### src/rtl/mux41_arb_pkg.sv
// Shared types and constants for the 4:1 round-robin mux arbiter.
// Used by rr_pick4 and mux41_rr_arbiter.
package mux41_arb_pkg;

    typedef enum logic {
        IDLE  = 1'b0,
        SERVE = 1'b1
    } arb_state_t;

    localparam int NUM_SRC = 4;

    localparam logic [1:0] SEL_IN1 = 2'b00;
    localparam logic [1:0] SEL_IN2 = 2'b01;
    localparam logic [1:0] SEL_IN3 = 2'b10;
    localparam logic [1:0] SEL_IN4 = 2'b11;

endpackage

### src/rtl/mux41_rr_arbiter_pick.sv
// rr_pick4: combinational round-robin picker over four requests.
// The search starts at ptr and wraps, so the lowest index at or after ptr wins.
module rr_pick4 (
    input  logic [3:0] req,
    input  logic [1:0] ptr,
    output logic [1:0] winner,
    output logic       any_req
);

    logic [7:0] doubled;
    logic [3:0] rotated;

    // Doubling the vector lets a plain part-select perform the rotation by ptr.
    assign doubled = {req, req};
    assign rotated = doubled[ptr +: 4];
    assign any_req = |req;

    always_comb begin
        winner = ptr;
        for (int k = 3; k >= 0; k--) begin
            if (rotated[k]) begin
                winner = ptr + 2'(k);
            end
        end
    end

endmodule

### src/rtl/mux41_rr_arbiter.sv
// Round-robin arbiter/sequencer for the 4:1 two-bit mux, with bursts of up to BURST beats.
// Optional per-source accepted-beat counters are enabled with MUX_ARB_STATS_EN.
module mux41_rr_arbiter
    import mux41_arb_pkg::*;
#(
    parameter int DW    = 2,
    parameter int BURST = 4
) (
    input  logic          clk,
    input  logic          rst,
    input  logic [3:0]    req,
    input  logic [DW-1:0] in1,
    input  logic [DW-1:0] in2,
    input  logic [DW-1:0] in3,
    input  logic [DW-1:0] in4,
    input  logic          out_ready,
    output logic          s0,
    output logic          s1,
    output logic [3:0]    grant,
    output logic          out_valid,
    output logic [DW-1:0] out_data,
    output logic          busy
`ifdef MUX_ARB_STATS_EN
    ,
    output logic [31:0]   grant_cnt
`endif
);

    localparam int CW = (BURST > 1) ? $clog2(BURST) : 1;
    localparam logic [CW-1:0] LAST_BEAT = CW'(BURST - 1);

    arb_state_t    state;
    logic [1:0]    ptr;
    logic [1:0]    sel;
    logic [1:0]    win;
    logic          any_req;
    logic [CW-1:0] cnt;
    logic [DW-1:0] src [NUM_SRC];
    logic          beat;
    logic          rel_now;

    assign src[0] = in1;
    assign src[1] = in2;
    assign src[2] = in3;
    assign src[3] = in4;

    assign s1 = sel[1];
    assign s0 = sel[0];

    rr_pick4 u_pick (
        .req     (req),
        .ptr     (ptr),
        .winner  (win),
        .any_req (any_req)
    );

    // The owner is whatever sel points at while serving.
    assign beat    = (state == SERVE) && out_valid && out_ready;
    assign rel_now = beat && ((cnt == LAST_BEAT) || !req[sel]);

    always_ff @(posedge clk) begin
        if (rst) begin
            state     <= IDLE;
            ptr       <= SEL_IN1;
            sel       <= SEL_IN1;
            grant     <= '0;
            cnt       <= '0;
            out_valid <= 1'b0;
            out_data  <= '0;
            busy      <= 1'b0;
        end else begin
            case (state)
                IDLE: begin
                    if (any_req) begin
                        state     <= SERVE;
                        grant     <= 4'b0001 << win;
                        sel       <= win;
                        out_data  <= src[win];
                        out_valid <= 1'b1;
                        cnt       <= '0;
                        busy      <= 1'b1;
                    end
                end
                SERVE: begin
                    if (rel_now) begin
                        // s1/s0 deliberately keep the last owner through the bubble.
                        state     <= IDLE;
                        out_valid <= 1'b0;
                        grant     <= '0;
                        ptr       <= sel + 2'd1;
                        busy      <= 1'b0;
                    end else if (beat) begin
                        cnt      <= cnt + 1'b1;
                        out_data <= src[sel];
                    end
                end
                default: state <= IDLE;
            endcase
        end
    end

`ifdef MUX_ARB_STATS_EN
    logic [7:0] stat [NUM_SRC];

    always_ff @(posedge clk) begin
        if (rst) begin
            for (int i = 0; i < NUM_SRC; i++) begin
                stat[i] <= '0;
            end
        end else if (beat && (stat[sel] != 8'hFF)) begin
            stat[sel] <= stat[sel] + 8'd1;
        end
    end

    assign grant_cnt = {stat[3], stat[2], stat[1], stat[0]};
`endif

endmodule

### config.mk
export PLATFORM = sky130hd
export DESIGN_NAME = mux41_rr_arbiter
export DESIGN_NICKNAME = d
export VERILOG_FILES = /design/src/rtl/mux41_arb_pkg.sv /design/src/rtl/mux41_rr_arbiter_pick.sv /design/src/rtl/mux41_rr_arbiter.sv
export SDC_FILE = /design/constraint.sdc
export NUM_CORES = 1
export LEC_CHECK = 0
export ABC_AREA = 1
export CORE_AREA = 2 2 46 48
export DETAILED_ROUTE_END_ITERATION = 16
export DIE_AREA = 0 0 48 50
export GPL_ROUTABILITY_DRIVEN = 0
export PLACE_DENSITY = 0.84
export SYNTH_ARGS = -nofsm -noshare
export SYNTH_HDL_FRONTEND = slang
export SYNTH_SLANG_ARGS = --single-unit
### constraint.sdc
create_clock -name clk -period 4.8 [get_ports clk]
set_input_delay 0.96 -clock clk [delete_from_list [all_inputs] [get_ports clk]]
set_output_delay 0.96 -clock clk [all_outputs]
set_load 0.02 [all_outputs]
==> qor.yml, run 1 <==
critPathMaxStageDelay_ps: 700
min_period_over_period_pct: 53.78
whs_endpoint: "grant[3]"
clkLatencyLatePin_ps: 290
hp-class: "flip-flop to flip-flop"
max_freq_ghz: 0.3874
critPathMaxFanout: 12
setup_viol: 0
netlist-cell-type-count: 25
path_buf_inv: 1
core-area_um2: 1902
r2r-end: "out_data[1]"
grt-ovfl-total: 0
cts_sinks: 14
fp.dieH_um: 50
cp-startpoint: "sel[0]"
io_buffers: 24
ant_nets: 0
vias: 1065
drt_pass1_iterations: 4
ys.flop_type: "dfxtp_1"
grt_use_total_pct: 22.63
multi_input_area_um2: 555.5
synth_edf_count: 0
cts_max_path_buffers: 2
finalPower_uw: 348.3
place_inst: 202
synthMuxAreaShare_pct: 0
post_cts_buffers: 0
start_util_pct: 49.21
criticalPathCategory: "flip-flop to output pin"
path_cells: "clkdlybuf4s50_1"
core.rowCount: 16
r2r_cells: 10
cts_tree: "done"
cts-hold-fix-buffers: 0
skew_ps: 1.815
synth_xor_area_share_pct: 0.9358
synth_seq_area_share_pct: 29.95
cp-end-kind: "output pin"
final_cells: 206
netlist_instances: 155
crit_slowest_cell: "clkdlybuf4s50_1"
avgSynthCellArea_um2: 6.038
leakagePower_nw: 0.5784
die_w_um: 48
syn_to_final_growth_pct: 30.48
fillers: 183
status: "completed"
holdCritStartpoint: "grant[3]"
drv_slew: 0
grt_max_degree: 13
hold-worst-slack_ps: 473.1
synth_seq_cells: 14
grt_pass1_wl_um: 4002
rr_startpoint: "sel[0]"
final_nets: 196
fin_tns_setup_ps: 0
worst_slew_pin_slew_ps: 489.3
critPathLaunchType: "flip-flop"
maxCapViolCount: 0
antenna_found_initial: 0
synthArstFlopShare_pct: 0
dieArea_um2: 2400
ctsResizeCount: 0
relSlewSlack_pct: 67.33
ff_latch_area_um2: 280.3
synth_compound_gate_area_share_pct: 18.18
first_iter_violations: 26
htree_levels: 1
required_ps: 3840
synth_top_family_by_area: "simple AND/OR/NAND/NOR gates"
hold_violations: 0
n_antenna_cell: 0
cts_root_buffer: "clkbuf_4"
min_period_ps: 2581
wl_um: 2402
hold_depth: 2
synth_nets: 171
reg2reg_setup_slack_ps: 2940
cp.arrival_ps: 1620
ir_drop_uv: 195.9
ios: 25
synth_area_um2: 935.9
drive_gt1_share_pct: 6.145
power_density_nw_per_um2: 285.2
drc: 0
critPathTopFamily: "buffers and inverters"
path_clk_slew_ps: 90
rsz0062_at_grt: "false"
wire_per_inst_um: 11.66
yosys.area_share.adder_pct: 1.337
synth-simple-area-share_pct: 38.90
yosys_warnings: 0
hpwl_um: 1851
grt_pass1_vias: 1030
numCtsBuffers: 3
via_per_inst: 5.170
## synth_stat cells, drive strengths merged, types with 2 or more instances
cell type,n,share of area (%)
nor2,13,5.2
o21ai,8,4.3
nand2,51,21
nand3,16,8.6
dfxtp,14,30
buf,2,1.3
a21oi,16,10
o211ai,3,2.4
inv,20,8.0
a31oi,2,1.3
nand4,2,1.3
## through the flow
stage	util [%]	cell area, µm²	setup WS (ps)
2_1_floorplan	-	935.9	2772
3_3_place_gp	62.30	1185	2085
3_5_place_dp	62.30	1185	2022
6_report	64.21	1221	2219
4_1_cts	64.21	1221	2233
5_1_grt	64.21	1221	2164
## per-layer routing
layer | part of all wire (%) | wire length (µm) | track usage (%) | vias to the layer above
met3 | 4.5 | 109 | 4.029 | 10
met4 | 2.7 | 64 | 10.81 | 0
met1 | 45 | 1091 | 27.52 | 471
met2 | 47 | 1137 | 36.67 | 32
met5 | 0 | 0 | 0 | -
li1 | - | - | - | 552
## power by group
part	total (mW)	internal (mW)	leakage [nW]	switching (mW)
Combinational	0.121	0.0528	0.442	0.0682
Sequential	0.140	0.127	0.115	0.0136
Clock	0.0868	0.0462	0.0210	0.0406
## registers in the layout, indices dropped and copies added, names as in the netlist
register	cells
cnt	2
busy	1
out_data	2
state	1
ptr	2
sel	2
grant	4
## how the worst max path moves through the flow
stage                        endpoint  cells after the start
after CTS                          s0                      1
after floorplan           out_data[0]                     14
after detailed placement  out_data[0]                     16
after global routing      out_data[0]                     16
after global placement    out_data[0]                     16
final                              s0                      1
## cells in the final DEF, fill, tap and decap left out
cell type and instances:
a21oi_1 14, a21oi_2 1, a21oi_4 1, a31oi_1 2, and2_1 1, clkbuf_4 3
clkbuf_8 1, clkdlybuf4s50_1 24, dfxtp_1 14, ha_1 1, inv_1 18, inv_2 2
nand2_1 49, nand2_2 2, nand3_1 16, nand3b_1 1, nand4_1 2, nor2_1 13
nor4_1 1, o211ai_1 3, o21ai_0 6, o21ai_1 2, or2_2 1, xor2_1 1
## cells by family after synthesis
| family | count (synthesis) |
|---|---|
| XOR/XNOR | 1 |
| flip-flops | 14 |
| adder cells (fa/ha/maj) | 1 |
| buffers and inverters | 24 |
| AO/OA/AOI/OAI | 29 |
| AND/OR/NAND/NOR | 86 |
## worst min-delay path: cells and delay by family (launching register included)
family,cells,cell delay [ps]
flops,1,320
compound gates,1,60
simple gates,1,60
## area by class of cell
cell class                      instances  area share (%)
Timing Repair Buffer                   24           19.67
Sequential cell                        14           22.95
Multi-Input combinational cell        117           45.49
Clock buffer                            4           2.971
Inverter                               20           6.148
Tap cell                               27           2.766
Power figures use the tool's default switching activity.
==> run 2: changes to the inputs <==
- CORE_AREA: 2 2 46 48 -> 2 2 48 50
- DIE_AREA: 0 0 48 50 -> 0 0 50 52
- PLACE_DENSITY: 0.84 -> 0.78
- clock period: 4.8 -> 2.4 ns (I/O delays scaled with it)
==> run 2 against run 1 <==
Wire length is 2.5% higher. Combinational power is 100% higher. Register-to-register slack worse by 2400 ps. Sequential share of layout area is 0.30 points lower. Total power is 100% higher. Sequential cell count stayed put. Via count is 1.4% higher. Die area is 8.3% higher. Clock-buffer cell count stayed put. Utilization is 5.4 points lower. Critical endpoint unchanged.
==> qor.yml, run 2 (synthesis gave the netlist of run 1 again) <==
grt_max_degree: 13  # unchanged
cts_tree: "done"  # unchanged
layout_common_cells: "nand2_1, clkdlybuf4s50_1, inv_1"  # unchanged
post_cts_buffers: 0  # unchanged
ir_drop_uv: 397.2  # was 195.9 µV
vias: 1080  # was 1065
start_util_pct: 44.44  # was 49.21%
cp.arrival_ps: 1590  # was 1620 ps
grt-ovfl-total: 0  # unchanged
hp-class: "flip-flop to flip-flop"  # unchanged
crit_slowest_cell: "clkdlybuf4s50_1"  # unchanged
critPathLaunchType: "flip-flop"  # unchanged
busiest_layer: "met2"  # unchanged
numCtsBuffers: 3  # unchanged
largest_register_ffs: 4  # unchanged
die_w_um: 50  # was 48 µm
criticalPathCategory: "flip-flop to output pin"  # unchanged
syn_to_final_growth_pct: 32.22  # was 30.48%
cts_root_buffer: "clkbuf_4"  # unchanged
path_cells: "clkdlybuf4s50_1"  # unchanged
relSlewSlack_pct: 69.32  # was 67.33%
status: "completed"  # unchanged
place_inst: 205  # was 202
leakagePower_nw: 0.5876  # was 0.5784 nW
path_buf_inv: 1  # unchanged
place_area_um2: 1201  # was 1185 µm²
power_density_nw_per_um2: 564.6  # was 285.2 nW/µm²
cts_max_path_buffers: 2  # unchanged
via_per_inst: 5.167  # was 5.170
cp-end-kind: "output pin"  # unchanged
grt_use_total_pct: 20.50  # was 22.63%
drt_pass1_iterations: 4  # unchanged
grt_pass1_vias: 1012  # was 1030
min_period_ps: 2067
critPathTopFamily: "buffers and inverters"  # unchanged
worst_slack_ps: 332.6  # was 2219 ps
ctsResizeCount: 0  # unchanged
grtUsageMet1_pct: 22.06  # was 27.52%
ios: 25  # unchanged
hpwl_um: 1923  # was 1851 µm
final_common_cell: "nand2_1"  # unchanged
skew_ps: 1.354  # was 1.815 ps
wl_um: 2462  # was 2402 µm
worst_slew_pin_slew_ps: 459.5  # was 489.3 ps
drv_slew: 0  # unchanged
setup_viol: 0  # unchanged
fin_area_um2: 1237  # was 1221 µm²
path_clk_slew_ps: 90  # about the same
hold_depth: 2  # unchanged
drc: 0  # unchanged
first_iter_violations: 45  # was 26
dieArea_um2: 2600  # was 2400 µm²
io_buffers: 24  # unchanged
critPathMaxStageDelay_ps: 690  # was 700 ps
wire_per_inst_um: 11.78  # was 11.66 µm
use_met3_pct: 2.586  # was 4.029%
grt_pass1_wl_um: 4140  # was 4002 µm
fin_tns_setup_ps: 0  # unchanged
largest_register: "grant"  # unchanged
n_antenna_cell: 0  # unchanged
finalPower_uw: 698.6  # was 348.3 µW
fp.dieH_um: 52  # was 50 µm
core-area_um2: 2106  # was 1902 µm²
dpl_worst_slack_ps: 90.20  # was 2022 ps
drive_gt1_share_pct: 7.182  # was 6.145%
htree_levels: 1  # unchanged
max_freq_ghz: 0.4837
critPathMaxFanout: 12  # unchanged
cts-hold-fix-buffers: 0  # unchanged
hold_violations: 0  # unchanged
min_period_over_period_pct: 86.14
hold-worst-slack_ps: 469.4  # was 473.1 ps
antenna_found_initial: 0  # unchanged
cts_sinks: 14  # unchanged
maxCapViolCount: 0  # unchanged
r2r_cells: 12  # was 10
required_ps: 1920  # was 3840 ps
use_met2_pct: 39.91  # was 36.67%
final_cells: 209  # was 206
final_nets: 198  # was 196
core.rowCount: 17  # was 16
final_util_pct: 58.76  # was 64.21%
clkLatencyLatePin_ps: 280  # was 290 ps
ant_nets: 0  # unchanged
worst-path-stages: 1  # unchanged
rsz0062_at_grt: "false"  # unchanged
run 2: changes by cell type in the layout (fill, tap and decap cells not counted):
cell,change
buf_4,+2
run 2: tightest hold or removal path, delay by kind of cell (launching register included):
family           cells  cell delay (ps)
flip-flops           1              320
AND/OR/NAND/NOR      1               60
AO/OA/AOI/OAI        1               60
run 2: report_power, final:
| group | total [mW] | internal, mW | leakage [nW] | switching (mW) |
|---|---|---|---|---|
| combinational | 0.246 | 0.108 | 0.451 | 0.137 |
| clock | 0.173 | 0.0924 | 0.0210 | 0.0810 |
| sequential | 0.280 | 0.254 | 0.115 | 0.0260 |
| total | 0.699 | 0.454 | 0.588 | 0.244 |
run 2: worst paths after layout:
path / startpoint / endpoint / slack [ps]
max: sel[0] / s0 / 330
min: out_data[1] / out_data[1] / 470
max reg2reg: ptr[0] / out_data[1] / 530
min reg2reg: out_data[1] / out_data[1] / 470
run 2: cell type report:
class / instances / area (µm²)
clock buffers: 4 / 36.28
fillers: 190 / 868.3
well taps: 28 / 35.03
inverters: 20 / 75.07
flip-flops and latches: 14 / 280.3
multi-input cells: 117 / 555.5
repair buffers: 26 / 255.2
run 2: metal layers:
layer	routed length, µm	vias to the layer above
met3	102	4
met4	26	0
met1	1062	490
met5	0	-
met2	1270	31
li1	-	555
==> run 3: changes to the inputs <==
- CORE_AREA: 2 2 48 50 -> 2 2 46 48
- DIE_AREA: 0 0 50 52 -> 0 0 48 50
- GPL_TIMING_DRIVEN: unset -> 0
- PLACE_DENSITY: 0.78 -> 0.84
- SKIP_LAST_GASP: unset -> 1
- clock period: 2.4 -> 2.6 ns (I/O delays scaled with it)
==> run 3 against run 2 <==
Sequential share of layout area is 0.16 points lower. Die area down 7.7%. First-iteration DRC count is 29% lower. Register-to-register slack gained 230 ps. Clock skew down 0.61 ps. Design area grew 0.71%. Clock-buffer cell count stayed put. Largest cell class unchanged. Non-clock buffer count is 2 higher.
==> qor.yml, run 3 (synthesis gave the netlist of run 1 again) <==
grt_use_total_pct: 22.66  # was 20.50%
path_clk_slew_ps: 80  # was 90 ps
min_period_ps: 2028
antenna_found_initial: 0  # unchanged
cts-hold-fix-buffers: 0  # unchanged
setup.worst_path.end: "out_data[1]"  # was s0
hold-worst-slack_ps: 471.6  # was 469.4 ps
drive_gt1_share_pct: 7.104  # was 7.182%
numCtsBuffers: 3  # unchanged
hp-class: "flip-flop to flip-flop"  # unchanged
core-area_um2: 1902  # was 2106 µm²
final_util_pct: 65.53  # was 58.76%
status: "completed"  # unchanged
cp-end-kind: "flip-flop"  # was output pin
grt_max_degree: 11  # was 13
worst_slack_ps: 571.6  # was 332.6 ps
power_density_nw_per_um2: 516.3  # was 564.6 nW/µm²
largest_register_ffs: 4  # unchanged
cts_max_path_buffers: 2  # unchanged
min_period_over_period_pct: 78.02
start_util_pct: 49.21  # was 44.44%
grt_pass1_wl_um: 4057  # was 4140 µm
fillers: 172  # was 190
criticalPathCategory: "input port to flip-flop"  # was flip-flop to output pin
ios: 25  # unchanged
drv_slew: 0  # unchanged
place_area_um2: 1210  # was 1201 µm²
layout_common_cells: "nand2_1, clkdlybuf4s50_1, inv_1"  # unchanged
fin_tns_setup_ps: 0  # unchanged
crit_path_frequent_cell: "inv_1"
hold_violations: 0  # unchanged
drc: 0  # unchanged
die_w_um: 48  # was 50 µm
rr_startpoint: "sel[1]"  # was ptr[0]
post_cts_buffers: 0  # unchanged
ctsResizeCount: 0  # unchanged
htree_levels: 1  # unchanged
drt_pass1_iterations: 4  # unchanged
worst_slew_pin_slew_ps: 385.1  # was 459.5 ps
cts_root_buffer: "clkbuf_4"  # unchanged
clkLatencyLatePin_ps: 280  # about the same
setup_viol: 0  # unchanged
final_nets: 200  # was 198
via_per_inst: 5.148  # was 5.167
maxCapViolCount: 0  # unchanged
cp.arrival_ps: 2240  # was 1590 ps
dieArea_um2: 2400  # was 2600 µm²
grt-ovfl-total: 0  # unchanged
leakagePower_nw: 0.5953  # was 0.5876 nW
r2r-end: "out_data[1]"  # unchanged
io_buffers: 24  # unchanged
core.rowCount: 16  # was 17
cts_sinks: 14  # unchanged
cts_tree: "done"  # unchanged
final_common_cell: "nand2_1"  # unchanged
fp.dieH_um: 50  # was 52 µm
dpl_worst_slack_ps: 294.6  # was 90.20 ps
ant_nets: 0  # unchanged
hold_depth: 2  # unchanged
cp-startpoint: "req[3]"  # was sel[0]
grt_pass1_vias: 986  # was 1012
wire_per_inst_um: 11.06  # was 11.78 µm
n_antenna_cell: 0  # unchanged
largest_register: "grant"  # unchanged
critPathMaxFanout: 7  # was 12
max_freq_ghz: 0.4930
reg2reg_setup_slack_ps: 760  # was 530 ps
critPathMaxStageDelay_ps: 530  # was 690 ps
critPathLaunchType: "input port"  # was flip-flop
hpwl_um: 1792  # was 1923 µm
skew_ps: 0.7398  # was 1.354 ps
rsz0062_at_grt: "false"  # unchanged
r2r_cells: 11  # was 12
relSlewSlack_pct: 74.32  # was 69.32%
vias: 1081  # was 1080
crit_slowest_cell: "clkdlybuf4s50_1"  # unchanged
fin_area_um2: 1246  # was 1237 µm²
wl_um: 2323  # was 2462 µm
ir_drop_uv: 394.6  # was 397.2 µV
path_cells: "clkdlybuf4s50_1 -> nor4_1 -> nor2_1 -> inv_1 -> a21oi_2 -> inv_1 -> a31oi_1 -> o21ai_1 -> a21oi_1"  # was clkdlybuf4s50_1
first_iter_violations: 32  # was 45
required_ps: 2820  # was 1920 ps
syn_to_final_growth_pct: 33.16  # was 32.22%
==> run 3: power breakdown <==
| part | total [mW] | internal [mW] | switching, mW |
|---|---|---|---|
| Clock | 0.158 | 0.0853 | 0.0729 |
| Sequential | 0.249 | 0.234 | 0.0144 |
| Combinational | 0.237 | 0.102 | 0.135 |
| Total | 0.643 | 0.421 | 0.222 |
==> run 3: final cells by class <==
type	count	area [µm²]	area share, %
Inverter	20	75.07	6.024
Tap cell	27	33.78	2.711
Timing Repair Buffer	24	240.2	19.28
Sequential cell	14	280.3	22.49
Multi-Input combinational cell	117	555.5	44.58
Clock buffer	4	36.28	2.912
Buffer	4	25.02	2.008
==> run 3: how the worst min path moves through the flow <==
| stage | slack (ps) | startpoint | end |
|---|---|---|---|
| finish | 470 | grant[0] | grant[0] |
| global route | 500 | out_data[0] | out_data[0] |
| CTS | 470 | out_data[1] | out_data[1] |
| detailed placement | 460 | out_data[1] | out_data[1] |
| global placement | 450 | grant[1] | grant[1] |
| floorplan | 450 | cnt[1] | cnt[1] |
==> run 3: worst max-delay path: cells and delay by family <==
kind            cells  cell delay [ps]
compound gates      4              570
simple gates        2              300
buf+inv             3              840
==> run 3: layer usage <==
| metal | up-vias | global-route usage [%] | part of all wire, % | routed length (µm) |
|---|---|---|---|---|
| met2 | 37 | 38.00 | 51 | 1188 |
| met3 | 2 | 4.029 | 6.4 | 148 |
| li1 | 558 | - | - | - |
| met1 | 484 | 29.02 | 41 | 964 |
| met5 | - | 0 | 0 | 0 |
| met4 | 0 | 5.405 | 0.95 | 22 |
==> run 3: per-stage QoR <==
stage / cells / power [mW]
after detailed placement: 206 / 0.4880
final: 210 / 0.6435
after CTS: 210 / 0.6474
after floorplan: 155 / 0.4022
after global placement: 206 / 0.4825
after global routing: 210 / 0.6862
